==> config.mk <==
export PLATFORM = sky130hd
export DESIGN_NAME = uart2sample_mc_flat
export DESIGN_NICKNAME = d
export VERILOG_FILES = /design/src/rtl/uart2sample_mc_if.sv /design/src/rtl/uart2sample_mc.sv /design/src/flat_wrapper.sv
export SDC_FILE = /design/constraint.sdc
export NUM_CORES = 1
export LEC_CHECK = 0
export ABC_AREA = 1
export ABC_CLOCK_PERIOD_IN_PS = 1600
export BUFFER_PORTS_ARGS = -buffer_cell sky130_fd_sc_hd__buf_4
export CAP_MARGIN = 20
export CORE_ASPECT_RATIO = 1.75
export CORE_MARGIN = 5
export CORE_UTILIZATION = 55
export DETAILED_ROUTE_END_ITERATION = 10
export PLACE_DENSITY = 0.79
export SLEW_MARGIN = 10
export SYNTH_ARGS = -nofsm -noshare
export SYNTH_HDL_FRONTEND = slang
export SYNTH_SLANG_ARGS = --single-unit
==> constraint.sdc <==
create_clock -name in_clk -period 1.6 [get_ports in_clk]
set_input_delay 0.32 -clock in_clk [delete_from_list [all_inputs] [get_ports in_clk]]
set_output_delay 0.32 -clock in_clk [all_outputs]
set_load 0.02 [all_outputs]
==> src/rtl/uart2sample_mc_if.sv <==
// Byte-in / sample-out bundle for uart2sample_mc.
// master drives bytes and in_ready; slave is the assembler.
interface uart2sample_mc_if #(
   parameter int BPS = 24,
   parameter int CW  = 1
);
   logic           in_uart_ready;
   logic [7:0]     in_uart_frame;
   logic           in_ready;
   logic [BPS-1:0] out_frame;
   logic [CW-1:0]  out_channel;
   logic           out_ready;
   logic           out_overflow;
   logic           out_resync;

   modport master (
      output in_uart_ready,
      output in_uart_frame,
      output in_ready,
      input  out_frame,
      input  out_channel,
      input  out_ready,
      input  out_overflow,
      input  out_resync
   );

   modport slave (
      input  in_uart_ready,
      input  in_uart_frame,
      input  in_ready,
      output out_frame,
      output out_channel,
      output out_ready,
      output out_overflow,
      output out_resync
   );
endinterface

==> src/rtl/uart2sample_mc.sv <==
// Packs UART bytes into BPS-bit channel-tagged samples with
// inter-byte timeout, one-deep holding register and sticky overflow.
module uart2sample_mc #(
   parameter int BPS          = 24,
   parameter int CHANNELS     = 2,
   parameter int LSB_FIRST    = 0,
   parameter int TIMEOUT_CLKS = 12800
) (
   input logic             in_clk,
   input logic             in_reset,
   uart2sample_mc_if.slave bus
);
   localparam int BYTES = (BPS + 7) / 8;
   localparam int W     = 8 * BYTES;
   localparam int CW    = (CHANNELS > 1) ? $clog2(CHANNELS) : 1;
   localparam int BCW   = $clog2(BYTES + 1);
   localparam int TW    = $clog2(TIMEOUT_CLKS + 1);

   typedef enum logic {IDLE, ASSEMBLE} state_e;

   state_e         state_q, state_d;
   logic [BCW-1:0] bcnt_q, bcnt_d;
   logic [CW-1:0]  ch_q, ch_d;
   logic [CW-1:0]  och_q, och_d;
   logic [TW-1:0]  tmo_q, tmo_d;
   logic [W-1:0]   sh_q, sh_d;
   logic [BPS-1:0] frm_q, frm_d;
   logic           vld_q, vld_d;
   logic           ovf_q, ovf_d;
   logic           rsy_q, rsy_d;
   logic [W-1:0]   base, merged;
   logic           xfer, last, active;

   always_comb begin
      state_d = state_q;
      bcnt_d  = bcnt_q;
      ch_d    = ch_q;
      och_d   = och_q;
      tmo_d   = tmo_q;
      sh_d    = sh_q;
      frm_d   = frm_q;
      vld_d   = vld_q;
      ovf_d   = ovf_q;
      rsy_d   = 1'b0;

      xfer   = vld_q & bus.in_ready;
      last   = (bcnt_q == BCW'(BYTES - 1));
      active = (state_q != IDLE) || (ch_q != '0);
      base   = (state_q == IDLE) ? '0 : sh_q;
      if (LSB_FIRST != 0)
         merged = base | (W'(bus.in_uart_frame) << (8 * bcnt_q));
      else
         merged = (base << 8) | W'(bus.in_uart_frame);

      if (xfer)
         vld_d = 1'b0;

      // a strobe always beats a coincident timeout expiry
      if (bus.in_uart_ready) begin
         tmo_d = '0;
         sh_d  = merged;
         if (last) begin
            bcnt_d  = '0;
            state_d = IDLE;
            ch_d    = (ch_q == CW'(CHANNELS - 1)) ? '0 : ch_q + CW'(1);
            if (!vld_q || xfer) begin
               frm_d = merged[BPS-1:0];
               och_d = ch_q;
               vld_d = 1'b1;
            end else begin
               ovf_d = 1'b1;
            end
         end else begin
            bcnt_d  = bcnt_q + BCW'(1);
            state_d = ASSEMBLE;
         end
      end else if (active) begin
         if (tmo_q == TW'(TIMEOUT_CLKS - 1)) begin
            bcnt_d  = '0;
            ch_d    = '0;
            tmo_d   = '0;
            sh_d    = '0;
            state_d = IDLE;
            rsy_d   = 1'b1;
         end else begin
            tmo_d = tmo_q + TW'(1);
         end
      end
   end

   always_ff @(posedge in_clk) begin
      if (in_reset) begin
         state_q <= IDLE;
         bcnt_q  <= '0;
         ch_q    <= '0;
         och_q   <= '0;
         tmo_q   <= '0;
         sh_q    <= '0;
         frm_q   <= '0;
         vld_q   <= 1'b0;
         ovf_q   <= 1'b0;
         rsy_q   <= 1'b0;
      end else begin
         state_q <= state_d;
         bcnt_q  <= bcnt_d;
         ch_q    <= ch_d;
         och_q   <= och_d;
         tmo_q   <= tmo_d;
         sh_q    <= sh_d;
         frm_q   <= frm_d;
         vld_q   <= vld_d;
         ovf_q   <= ovf_d;
         rsy_q   <= rsy_d;
      end
   end

   assign bus.out_frame    = frm_q;
   assign bus.out_channel  = och_q;
   assign bus.out_ready    = vld_q;
   assign bus.out_overflow = ovf_q;
   assign bus.out_resync   = rsy_q;
endmodule

==> src/flat_wrapper.sv <==
// flat-port wrapper written by rule: the top's interface ports become plain ports
module uart2sample_mc_flat 
#(
   parameter int BPS          = 24,
   parameter int CHANNELS     = 2,
   parameter int LSB_FIRST    = 0,
   parameter int TIMEOUT_CLKS = 12800
)
  (in_clk, in_reset, bus_in_uart_ready, bus_in_uart_frame, bus_in_ready, bus_out_frame, bus_out_channel, bus_out_ready, bus_out_overflow, bus_out_resync);
  uart2sample_mc_if #(.BPS(BPS), .CW(1)) bus_i ();
  input logic in_clk;
  input logic in_reset;
  input wire logic [$bits(bus_i.in_uart_ready)-1:0] bus_in_uart_ready;
  input wire logic [$bits(bus_i.in_uart_frame)-1:0] bus_in_uart_frame;
  input wire logic [$bits(bus_i.in_ready)-1:0] bus_in_ready;
  output wire logic [$bits(bus_i.out_frame)-1:0] bus_out_frame;
  output wire logic [$bits(bus_i.out_channel)-1:0] bus_out_channel;
  output wire logic [$bits(bus_i.out_ready)-1:0] bus_out_ready;
  output wire logic [$bits(bus_i.out_overflow)-1:0] bus_out_overflow;
  output wire logic [$bits(bus_i.out_resync)-1:0] bus_out_resync;
  assign bus_i.in_uart_ready = bus_in_uart_ready;
  assign bus_i.in_uart_frame = bus_in_uart_frame;
  assign bus_i.in_ready = bus_in_ready;
  assign bus_out_frame = bus_i.out_frame;
  assign bus_out_channel = bus_i.out_channel;
  assign bus_out_ready = bus_i.out_ready;
  assign bus_out_overflow = bus_i.out_overflow;
  assign bus_out_resync = bus_i.out_resync;
  uart2sample_mc #(.BPS(BPS), .CHANNELS(CHANNELS), .LSB_FIRST(LSB_FIRST), .TIMEOUT_CLKS(TIMEOUT_CLKS)) u_core (.in_clk(in_clk), .in_reset(in_reset), .bus(bus_i));
endmodule
Yosys cells after proc, flatten, opt, wreduce, memory -nomap -nowiden
Cells that the tools add are included.

Bitwise logic cells: 4. Magnitude comparators: 0. Equal/unequal tests: 3. Reductions and logical operators: 11. Muxes and demuxes: 21. Divide/modulo/power cells: 0. Add/subtract/negate cells: 3. Shifts and indexed selects: 0. Multiply operators: 0.

Operator list (number): $mux W16 (4); $or A24 B8 Y24 (1); $add A14 B1 Y14 const B (1); $eq A14 B14 Y1 const B (1); $mux W14 (1); $mux W1 (12); $reduce_and A3 Y1 (3); $mux W2 (4); $reduce_bool A2 Y1 (2); $reduce_or A3 Y1 (1); $add A2 B1 Y2 const B (1); $eq A2 B2 Y1 const B (1); $logic_or A1 B1 Y1 (2); $ne A2 B1 Y1 const B (1); $not A1 Y1 (2); $reduce_and A2 Y1 (1); $reduce_or A2 Y1 (1); $add A1 B1 Y1 const B (1); $and A1 B1 Y1 (1); $logic_not A1 Y1 (1).

ROM bits: 0. Latch bits: 0. Register bits after elaboration: 62. Output and inout bits: 28. Memories: 0. RAM bits: 0.

Longest topological paths before layout
Depth after elaboration: 5. Depth in mapped cells: 9. Depth with buffers taken out: 8.

Worst setup path after synthesis
No wires, ideal clock.

Kind: register to register. Start point: reg u_core.tmo_q[0]. End point: reg u_core.sh_q[0]. Cell stages (with the launch flop): 10. Data arrival time: 1.302 ns. Setup slack: 0.186 ns. Setup time: 0.113 ns. Cells stage by stage: dfxtp_1 ha_1 nand2_1 nor2_2 nand3_2 o21ai_2 nor2_2 buf_6 nand2_1 nand2_1.

Cells in the longest elaborated chain, start to end: 3.

Ends and longest elaborated chain: start: declaration (RTL line uart2sample_mc.sv:25) `logic [TW-1:0] tmo_q, tmo_d;`; start signal: assignment (RTL line uart2sample_mc.sv:108) `tmo_q <= tmo_d;`; $eq A14 B14 Y1 (RTL line uart2sample_mc.sv:78) `if (tmo_q == TW'(TIMEOUT_CLKS - 1)) begin`; $reduce_bool A2 Y1 (no line); $reduce_and A2 Y1 (no line); end signal: assignment (RTL line uart2sample_mc.sv:98) `sh_q <= '0;`; end signal: assignment (RTL line uart2sample_mc.sv:109) `sh_q <= sh_d;`; end: declaration (RTL line uart2sample_mc.sv:26) `logic [W-1:0] sh_q, sh_d;`.

Every way passes these cells. A chain may end at the register's enable or synchronous reset.

Final worst setup path
Start point: reg u_core.tmo_q[1]. End point: reg u_core.sh_q[6].

The elaborated chain is that of the path after synthesis.

==> results.py <==
metrics = {
    "critical_path": {
        "reg2reg_from": "u_core.tmo_q[1]",
        "start_kind": "flop",
        "end_kind": "flop",
        "critPathMaxFanout": 8,
        "required_ps": 1830,
        "r2r_end": "u_core.sh_q[6]",
        "worstSetupPathType": "reg -> reg",
        "arrival_ps": 1750,
        "reg2reg_depth": 9,
        "timing.reg2reg.setup_slack_ps": 80,
    },
    "flow_run": {
        "drv_cap": 0,
    },
    "global_routing": {
        "grt_max_degree": 26,
        "grt_usage_pct": 21.5,
        "grt_pass1_vias": 2129,
        "grt_pass1_wl_um": 9670,
        "antenna_found_initial": 0,
        "grt_overflow": 0,
    },
    "detailed_routing": {
        "drt-wirelength-per-cell_um": 13.9,
        "viasPerCell": 5.43,
        "via_count": 2270,
        "route.detailed.drc": 0,
        "wirelength_um": 5790,
        "ant_nets": 0,
        "drtIter0Drc": 76,
        "firstDrtPassIters": 4,
    },
    "clock_network": {
        "clock_path_buffers": 2,
        "clock_latency_ps": 340,
        "clockRootBuffer": "clkbuf_8",
        "cts_num_sinks": 62,
        "cts_hold_buf": 0,
        "clk_pin_slew_ps": 60,
        "tritoncts": "done",
        "cts_buffers": 9,
        "htree_levels": 3,
    },
    "timing": {
        "slew_viol_final": 0,
        "hold_viol": 0,
        "slew_headroom_pct": 78.9,
        "setup_tns_ps": 0,
        "fin_crit_sh_pct": 95.0,
        "max_freq_ghz": 0.658,
        "hold_ws_ps": 212,
        "skew_ps": 5.55,
        "min_period_ps": 1520,
        "worstMarginPinSlew_ps": 316,
        "finalSetupViolCount": 0,
    },
    "die": {
        "initial_core_util_pct": 56.1,
        "die_w_um": 60.2,
        "num_rows": 32,
        "die_area_um2": 5890,
        "core_um2": 4320,
        "io_pins": 40,
        "dieHeight_um": 97.8,
    },
    "synthesis": {
        "ys_types": 29,
        "yosys_warnings": 0,
        "syn_area_per_cell_um2": 7.67,
        "syn_inst": 316,
        "synth_nets": 329,
        "synth_area_um2": 2420,
        "yosysSeqAreaShare_pct": 51.2,
        "ys_ff_latch": 62,
    },
    "run_status": {
        "status": "completed",
    },
    "worst_hold_path": {
        "hold_depth": 3,
        "worstHoldPathType": "in -> reg",
        "hp-start": "bus_in_uart_frame[1]",
        "hold_path_end": "u_core.sh_q[1]",
    },
    "place": {
        "dp_hpwl_um": 4250,
        "place.gp.congestion": 0.844,
        "portBuffers": 39,
    },
    "layout": {
        "drive_above_1_share_pct": 21.8,
        "multi_input_area_um2": 1070,
        "nFillCells": 367,
        "areaGrowthSynthToFinish_pct": 24.5,
        "diodes": 0,
        "regArea_um2": 1240,
        "final_nets": 377,
    },
    "power": {
        "p_per_area_nw_per_um2": 1000,
        "vdd_drop_max_uv": 694,
        "p_leak_nw": 1.25,
    },
}
critical path, stage by stage, from the launching register on:
cell and delay (ps):
dfxtp_2 340, ha_2 190, nand2_1 100, nor2_4 160
nand3_4 100, o21ai_2 180, nor2_2 60, buf_4 170
nand2_1 60, nand2_1 50
registers in the layout, summed over array words and instances, names as in the netlist:
| name | cells |
|---|---|
| u_core.bus.out_frame | 24 |
| u_core.sh_q | 16 |
| u_core.tmo_q | 14 |
| u_core.bcnt_q | 2 |
| u_core.bus.out_channel | 1 |
| u_core.bus.out_overflow | 1 |
| u_core.bus.out_ready | 1 |
| u_core.bus.out_resync | 1 |
| u_core.ch_q | 1 |
| u_core.state_q | 1 |
through the flow:
step	cells	instance area (µm²)	setup slack, ps	util (%)	total power (W)
2_1_floorplan	316	2420	186	-	0.00176
3_3_place_gp	404	2820	140	65.3	0.00184
3_5_place_dp	404	2820	87.2	65.3	0.00184
4_1_cts	418	3000	50.5	69.3	0.00304
5_1_grt	418	3020	-52.0	69.8	0.00315
6_report	418	3020	79.9	69.8	0.00303
final cells by class:
type	instances	area share, %
Sequential cell	62	41.2
Multi-Input combinational cell	223	35.4
Timing Repair Buffer	53	13.6
Clock buffer	13	5.60
Tap cell	51	2.11
Inverter	15	1.87
Clock inverter	1	0.166
report_power, final:
part           internal, W  switching (W)
Sequential         0.00158      0.0000251
Combinational    0.0000799       0.000128
Clock             0.000669       0.000544
Total              0.00233       0.000697
cell usage after synthesis (all sizes together):
master,number,area (µm²)
ha,1,12.5
xor2,3,26.3
nand3b,1,7.51
nand4,3,18.8
dfxtp,62,1240
nand3,34,175
o21a,1,7.51
a31oi,1,6.26
xnor2,1,8.76
buf,6,37.5
clkbuf,10,37.5
inv,15,56.3
o21bai,1,7.51
o21ai,22,114
nor3,5,25.0
nor2,57,244
a21oi,35,175
a211oi,1,7.51
nand2,57,216
how the worst max path moves through the flow:
stage                                   to  cells past startpoint            start  slack (ps)
final                       u_core.sh_q[6]                      9  u_core.tmo_q[1]          80
after detailed placement  u_core.tmo_q[12]                      8  u_core.tmo_q[1]          90
after CTS                   u_core.sh_q[6]                      9  u_core.tmo_q[1]          50
after floorplan             u_core.sh_q[0]                      9  u_core.tmo_q[0]         190
after global routing        u_core.sh_q[6]                      9  u_core.tmo_q[0]         -50
after global placement      u_core.sh_q[6]                      9  u_core.tmo_q[0]         140
repair_timing:
action | in CTS | in global routing
endpoints found under the setup margin | 0 | 22
endpoints found under the hold margin | 0 | 0
buffers inserted | 0 | 0
resized for setup | 0 | 6
per-layer routing:
metal | routed length [µm] | GRT usage (%) | up-vias | part of all wire (%)
li1 | - | - | 1135 | -
met1 | 2170 | 23.0 | 1075 | 37
met2 | 3210 | 37.5 | 47 | 55
met3 | 250 | 6.48 | 13 | 4.3
met4 | 159 | 9.04 | 0 | 2.7
met5 | 0 | 0 | - | 0
cell families after synthesis:
group                      after synthesis  share of synthesized area (%)
and+or+nand+nor                        157                           28.3
DFF                                     62                           51.2
AOI/OAI and AO/OA                       61                           13.1
buffers and inverters                   31                           5.42
xor gates and xnor gates                 4                           1.45
adders and majority gates                1                          0.516
placed cells by master, fill, tap and decap left out, types with 3 or more instances in the layout:
| cell type | instances |
|---|---|
| dfxtp_1 | 60 |
| nand2_1 | 56 |
| buf_4 | 52 |
| nor2_1 | 50 |
| a21oi_1 | 35 |
| nand3_1 | 33 |
| o21ai_0 | 20 |
| inv_1 | 14 |
| clkbuf_8 | 12 |
| nor3_1 | 5 |
| nor2_4 | 4 |
| nand4_1 | 3 |
| nor2_2 | 3 |
| xor2_1 | 3 |
(Power assumes the default switching activity.)
